$ cat config.mk
export PLATFORM = sky130hd
export DESIGN_NAME = atvp_load_ctrl
export DESIGN_NICKNAME = d
export VERILOG_FILES = /design/src/rtl/atvp_load_ctrl.sv
export SDC_FILE = /design/constraint.sdc
export NUM_CORES = 1
export LEC_CHECK = 0
export ABC_AREA = 1
export CAP_MARGIN = 20
export CORE_MARGIN = 1
export CORE_UTILIZATION = 50
export DETAILED_ROUTE_END_ITERATION = 7
export MAX_ROUTING_LAYER = met4
export PLACE_DENSITY = 0.82
export SYNTH_ARGS = -nofsm -noshare
export SYNTH_HDL_FRONTEND = slang
export SYNTH_SLANG_ARGS = --single-unit
$ cat constraint.sdc
create_clock -name clk -period 4.75 [get_ports clk]
set_input_delay 0.7125 -clock clk [delete_from_list [all_inputs] [get_ports clk]]
set_output_delay 0.7125 -clock clk [all_outputs]
set_load 0.1 [all_outputs]
$ cat src/rtl/atvp_load_ctrl.sv
// Relay drive stage with minimum switching interval and a latched, pulsed alarm buzzer.
// Optional macro ATVP_SYNC_EN adds a 2-flop synchronizer on TV, PC, AL and ACK.
module atvp_load_ctrl #(
  parameter int unsigned HOLD_CYC = 8,
  parameter int unsigned BEEP_CYC = 4
) (
  input  logic clk,
  input  logic rst_n,
  input  logic TV,
  input  logic PC,
  input  logic AL,
  input  logic ACK,
  output logic TV_EN,
  output logic PC_EN,
  output logic BUZ,
  output logic AL_LATCH
);

  localparam int unsigned HW = $clog2(HOLD_CYC);
  localparam int unsigned BW = (BEEP_CYC > 1) ? $clog2(BEEP_CYC) : 1;
  localparam logic [HW-1:0] HOLD_MAX = HW'(HOLD_CYC - 1);
  localparam logic [BW-1:0] BEEP_MAX = BW'(BEEP_CYC - 1);

  typedef enum logic [1:0] {IDLE, RING, SILENT} state_t;

  logic tv_s, pc_s, al_s, ack_s;

`ifdef ATVP_SYNC_EN
  logic [3:0] meta_q, sync_q;

  // Two-stage synchronizer; every internal decision uses sync_q.
  always_ff @(posedge clk) begin
    if (!rst_n) begin
      meta_q <= '0;
      sync_q <= '0;
    end else begin
      meta_q <= {TV, PC, AL, ACK};
      sync_q <= meta_q;
    end
  end

  assign {tv_s, pc_s, al_s, ack_s} = sync_q;
`else
  assign {tv_s, pc_s, al_s, ack_s} = {TV, PC, AL, ACK};
`endif

  state_t          state_q;
  logic            buz_q, latch_q;
  logic [BW-1:0]   beep_q;
  logic [1:0]      req, en_q;
  logic [HW-1:0]   cnt_q [2];
  logic            force_off;

  // Any alarm activity (present or latched) overrides the hold time to drop loads.
  assign force_off = (state_q != IDLE) || al_s;
  assign req       = {tv_s, pc_s};

  // Relay channels: index 1 is TV, index 0 is PC.
  always_ff @(posedge clk) begin
    if (!rst_n) begin
      en_q <= '0;
      for (int i = 0; i < 2; i++) cnt_q[i] <= HOLD_MAX;
    end else begin
      for (int i = 0; i < 2; i++) begin
        if (force_off && en_q[i]) begin
          en_q[i]  <= 1'b0;
          cnt_q[i] <= '0;
        end else if (!force_off && (req[i] != en_q[i]) && (cnt_q[i] == HOLD_MAX)) begin
          en_q[i]  <= req[i];
          cnt_q[i] <= '0;
        end else if (cnt_q[i] != HOLD_MAX) begin
          cnt_q[i] <= cnt_q[i] + HW'(1);
        end
      end
    end
  end

  // Alarm latch FSM with registered buzzer and latch indicator.
  always_ff @(posedge clk) begin
    if (!rst_n) begin
      state_q <= IDLE;
      buz_q   <= 1'b0;
      latch_q <= 1'b0;
      beep_q  <= '0;
    end else begin
      case (state_q)
        IDLE: begin
          buz_q   <= 1'b0;
          latch_q <= 1'b0;
          if (al_s) begin
            state_q <= RING;
            buz_q   <= 1'b1;
            latch_q <= 1'b1;
            beep_q  <= '0;
          end
        end
        RING: begin
          if (ack_s) begin
            buz_q <= 1'b0;
            if (al_s) begin
              state_q <= SILENT;
            end else begin
              state_q <= IDLE;
              latch_q <= 1'b0;
            end
          end else if (beep_q == BEEP_MAX) begin
            beep_q <= '0;
            buz_q  <= ~buz_q;
          end else begin
            beep_q <= beep_q + BW'(1);
          end
        end
        SILENT: begin
          buz_q <= 1'b0;
          if (!al_s) begin
            state_q <= IDLE;
            latch_q <= 1'b0;
          end
        end
        default: begin
          state_q <= IDLE;
          buz_q   <= 1'b0;
          latch_q <= 1'b0;
        end
      endcase
    end
  end

  assign TV_EN    = en_q[1];
  assign PC_EN    = en_q[0];
  assign BUZ      = buz_q;
  assign AL_LATCH = latch_q;

endmodule

## Word-level counts from Yosys, hierarchy flattened

Memories as Yosys holds them, arrays and structs flattened.
Index checks and enable logic that the tools add are counted.
W data, S select, Z words.

- Bits in registers: 8
- Output and inout bits: 4
- Memories: 1
- Memory bits (writable): 6
- Input bits: 6

- Bitwise operators: 8
- Reduce and logical (&&, ||, !) cells: 15
- $add $sub $neg: 3
- Mux-type cells: 47
- Eq/ne operators: 14

Memory list:

| memory | words | bits a word | read ports | clocked after Yosys merged registers in | write ports | RTL line | source |
|---|---|---|---|---|---|---|---|
| cnt_q | 2 | 3 | 2 | 0 | 2 | 51 | `logic [HW-1:0] cnt_q [2];` |

Operator list:

| operator | count |
|---|---|
| $mux W1 | 30 |
| $mux W3 | 6 |
| $mux W2 | 7 |
| $ne A3 B3 Y1 const B | 3 |
| $ne A2 B2 Y1 const B | 4 |
| $add A3 B1 Y3 const B | 2 |
| $eq A3 B3 Y1 const B | 2 |
| $logic_and A1 B1 Y1 | 6 |
| $or A1 B1 Y1 | 6 |
| $pmux W2 S3 | 1 |
| $reduce_and A3 Y1 | 2 |
| $eq A2 B2 Y1 const B | 2 |
| $pmux W2 S2 | 1 |
| $reduce_bool A2 Y1 | 2 |
| $reduce_or A2 Y1 | 2 |
| $pmux W1 S3 | 1 |
| $add A2 B1 Y2 const B | 1 |
| $eq A2 B1 Y1 const B | 1 |
| $logic_not A2 Y1 | 1 |
| $ne A1 B1 Y1 | 2 |
| $not A1 Y1 | 2 |
| $pmux W1 S2 | 1 |
| $logic_not A1 Y1 | 1 |
| $logic_or A1 B1 Y1 | 1 |

## Longest topological paths before layout

- Depth in word-level cells: 11
- Depth in mapped cells: 9
- Gate-level depth less buffers: 9

## Worst setup path before layout

OpenSTA, ideal clock, no wires.

- Kind: reg-to-reg
- Start: register en_q[0]
- End: memory cnt_q[1][0] in the netlist's numbering (data pin)
- Data required time: 4497 ps
- Stages on the path, launching flop included: 8
- Arrival time: 1557 ps
- Path slack: 2940 ps
- Cell sequence: dfxtp_1 -> nand2_1 -> nand2_1 -> nand2_2 -> nand3_2 -> nand2_1 -> nand2_2 -> nand2_1

RTL lines:

| what | RTL line | source |
|---|---|---|
| start: declaration | 50 | `logic [1:0] req, en_q;` |
| start signal: indexed assignment | 69 | `en_q[i] <= req[i];` |
| end: declaration | 51 |  |

## Worst setup path after layout

- Start: register en_q[0]
- End: output port PC_EN

RTL lines:

| what | RTL line | source |
|---|---|---|
| end: declaration | 14 | `output logic PC_EN,` |

No word-level cell between the ends.

==> impl_metrics.csv <==
group,metric,value,unit
global_route,use_met2,0.306,
routing,routed_wirelength,1.53,mm
floorplan,chipHeight,44.4,um
setup_path,critical_path_buf_inv_count,1,
place,hpwlAfterDp,1.22,mm
synthesis,synthTopCellsByArea,"edfxtp_1, dfxtp_1, ha_1",
synthesis,synthesis.area,901,sq um
cts,worst_skew_pair.late_latency,0.28,ns
setup_path,crit_fanout,6,
synthesis,synth_cell_type_count,25,
timing,rsz0062_at_grt,"no",
global_route,grt.busiest_layer,"met2",
timing,worst_pin_slew,0.962,ns
synthesis,synth.most_common_cell,"nand2_1",
synthesis,yosys-top-cells-count,"nand2_1, inv_1, ha_1, nand3_1, nor2_1",
place,place.gp.congestion,0.731,
timing,final.period_utilization,0.554,
setup_path,cp.required,4.04,ns
synthesis,syn_area_per_cell,8.26,sq um
floorplan,coreArea,1590,sq um
cts,root_buffer,"clkbuf_4",
synthesis,ys_seq_elements,14,
flow_run,cap_viol_max_count,0,
routing,firstDrtPassIters,4,
setup_path,path_cells,"clkdlybuf4s50_1",
power_and_ir_drop,ir_worst_vdd,0.270,mV
synthesis,synthCells,109,
place,dpl_cell_area,1020,sq um
power_and_ir_drop,p_leak,0.467,nW
min_path,min_path_type,"reg -> reg",
finish,final_area,1040,sq um
global_route,gr-usage-met3,0.0245,
routing,wl_per_cell,10.6,um
setup_path,slowest_delay,1.18,ns
routing,num_vias,750,
floorplan,dieWidth,44.4,um
setup_path,path_class,"reg -> out",
timing,hold_viol,0,
setup_path,critPathLaunchType,"register",
setup_path,critPathCaptureType,"primary output",
finish,area_growth,15.3,%
timing,slew_headroom,0.357,
global_route,globalRouteTotalUtil,0.188,
status,status,"complete, no violations",
power_and_ir_drop,power_density,472,nW/um^2
finish,fillers,148,
cts,cts_tree,"built",
timing,fmax,380,MHz
timing,hold-worst-slack,0.471,ns
cts,htreeDepth,1,
timing,period_needed,2.63,ns
floorplan,pin_count,10,
finish,nets,139,
synthesis,synth-async-reset-ratio,0,
synthesis,synth_top_area_frac,0.200,
synthesis,syn_nets,126,
floorplan,start_util,0.565,
cts,ctsResizeCount,0,
finish,n_antenna_cell,0,
global_route,grt_overflow,0,
synthesis,ys_seq_area_frac,0.378,
global_route,grt_pass1_vias,688,
routing,drtAntennaViolNets,0,
synthesis,ys.flop_type,"dfxtp_1",
global_route,antenna_found_initial,0,
floorplan,rows,14,
routing,drtIter0Drc,14,
setup_path,crit_arrival,1.92,ns
finish,utilization,0.651,
timing,maxSlewViolCount,0,
floorplan,die_area,1980,sq um
timing,clock_skew,0.00527,ns
cts,clkSinkCount,14,
global_route,grt_pass1_wl,2.69,mm
routing,via_per_inst,5.21,
cts,clkTransAtPathRegs,0.08,ns
cts,cts_buffer_depth,2,
synthesis,synth_area_leader_cell,"edfxtp_1",
cts,post-cts-setup-buffer-count,0,
cts,cts-buffers-inserted,3,
cts,postCtsHoldBufs,0,
routing,route.detailed.drc,0,
place,port_buffers,9,
global_route,grt_max_degree,17,
synthesis,synth_warnings,0,
setup_path,cpLargestDelayFamily,"buffers and inverters",
timing,setup_viol,0,
global_route,use_met1,0.228,
setup_path,critPathSlowestCell,"clkdlybuf4s50_1",
finish,drive_gt1_frac,0.117,
timing,finalSetupTns,0,ns
synthesis,synth_edf_count,6,
[power breakdown]
| group | leakage, nW | internal (W) | switching [W] |
|---|---|---|---|
| logic | 0.329 | 0.0000817 | 0.000149 |
| registers | 0.124 | 0.000173 | 0.0000208 |
| clock network | 0.0138 | 0.0000294 | 0.0000366 |
| total | 0.467 | 0.000284 | 0.000207 |
[flip-flops by register name (all words and copies together) (netlist names)]
signal    count
cnt_q         6
state_q       2
beep_q        2
AL_LATCH      1
BUZ           1
en_q          2
[layout by cell type, fill, tap and decap left out, types with 6 or more instances in the layout]
master,synthesis,final
a21oi_1,7,7
nand3_1,9,9
nor2_1,9,9
ha_1,11,11
edfxtp_1,6,6
dfxtp_1,8,8
nand2_1,22,22
clkdlybuf4s50_1,0,9
inv_1,13,13
[cell families (layout without fill, tap and decap cells)]
family                     count (synthesis)  count (layout)  synth area share
AOI/OAI and AO/OA                         15              15             0.107
adders and majority gates                 11              11             0.153
and+or+nand+nor                           54              54             0.299
buffers and inverters                     15              26            0.0639
DFF                                       14              14             0.378
[path summary, 6_finish.rpt]
kind | depth (start not counted) | to | from | slack, ns
worst max-delay path | 1 | PC_EN | en_q[0]$_SDFFE_PP0N_ | 2.12
worst max register to register | 8 | cnt_q[1][1]$_DFFE_PP_ | state_q[0]$_SDFFE_PN0P_ | 3.04
worst min register to register | 2 | beep_q[1]$_SDFFE_PN0P_ | beep_q[1]$_SDFFE_PN0P_ | 0.47
worst min-delay path | 2 | beep_q[1]$_SDFFE_PN0P_ | beep_q[1]$_SDFFE_PN0P_ | 0.47
[worst reg2reg max path: cells and delay by family, from the launching register on]
kind                     cells  cell delay, ns
AND/OR/NAND/NOR              5            0.61
buffers and inverters        2            0.18
adder cells (fa/ha/maj)      1            0.28
flip-flops                   1            0.33
[metal layers]
layer	up-vias	share of wire
li1	389	-
met1	341	0.46
met2	16	0.49
met3	4	0.035
met4	0	0.012
met5	-	0
[cell type report]
| type | count | area (sq um) | area share |
|---|---|---|---|
| Sequential cell | 14 | 340 | 0.328 |
| Multi-Input combinational cell | 80 | 503 | 0.484 |
| Clock buffer | 3 | 22.5 | 0.0217 |
| Timing Repair Buffer | 9 | 90.1 | 0.0867 |
| Inverter | 14 | 52.6 | 0.0506 |
| Tap cell | 24 | 30.0 | 0.0289 |
[stage by stage]
stage / power [W] / worst slack, ns / instances
floorplan: 0.000376 / 2.94 / 109
global placement: 0.000420 / 2.44 / 141
detailed placement: 0.000428 / 2.43 / 141
CTS: 0.000494 / 2.12 / 144
global route: 0.000530 / 2.07 / 144
finish: 0.000490 / 2.12 / 144
No activity file was read; power rests on OpenSTA's default activity.
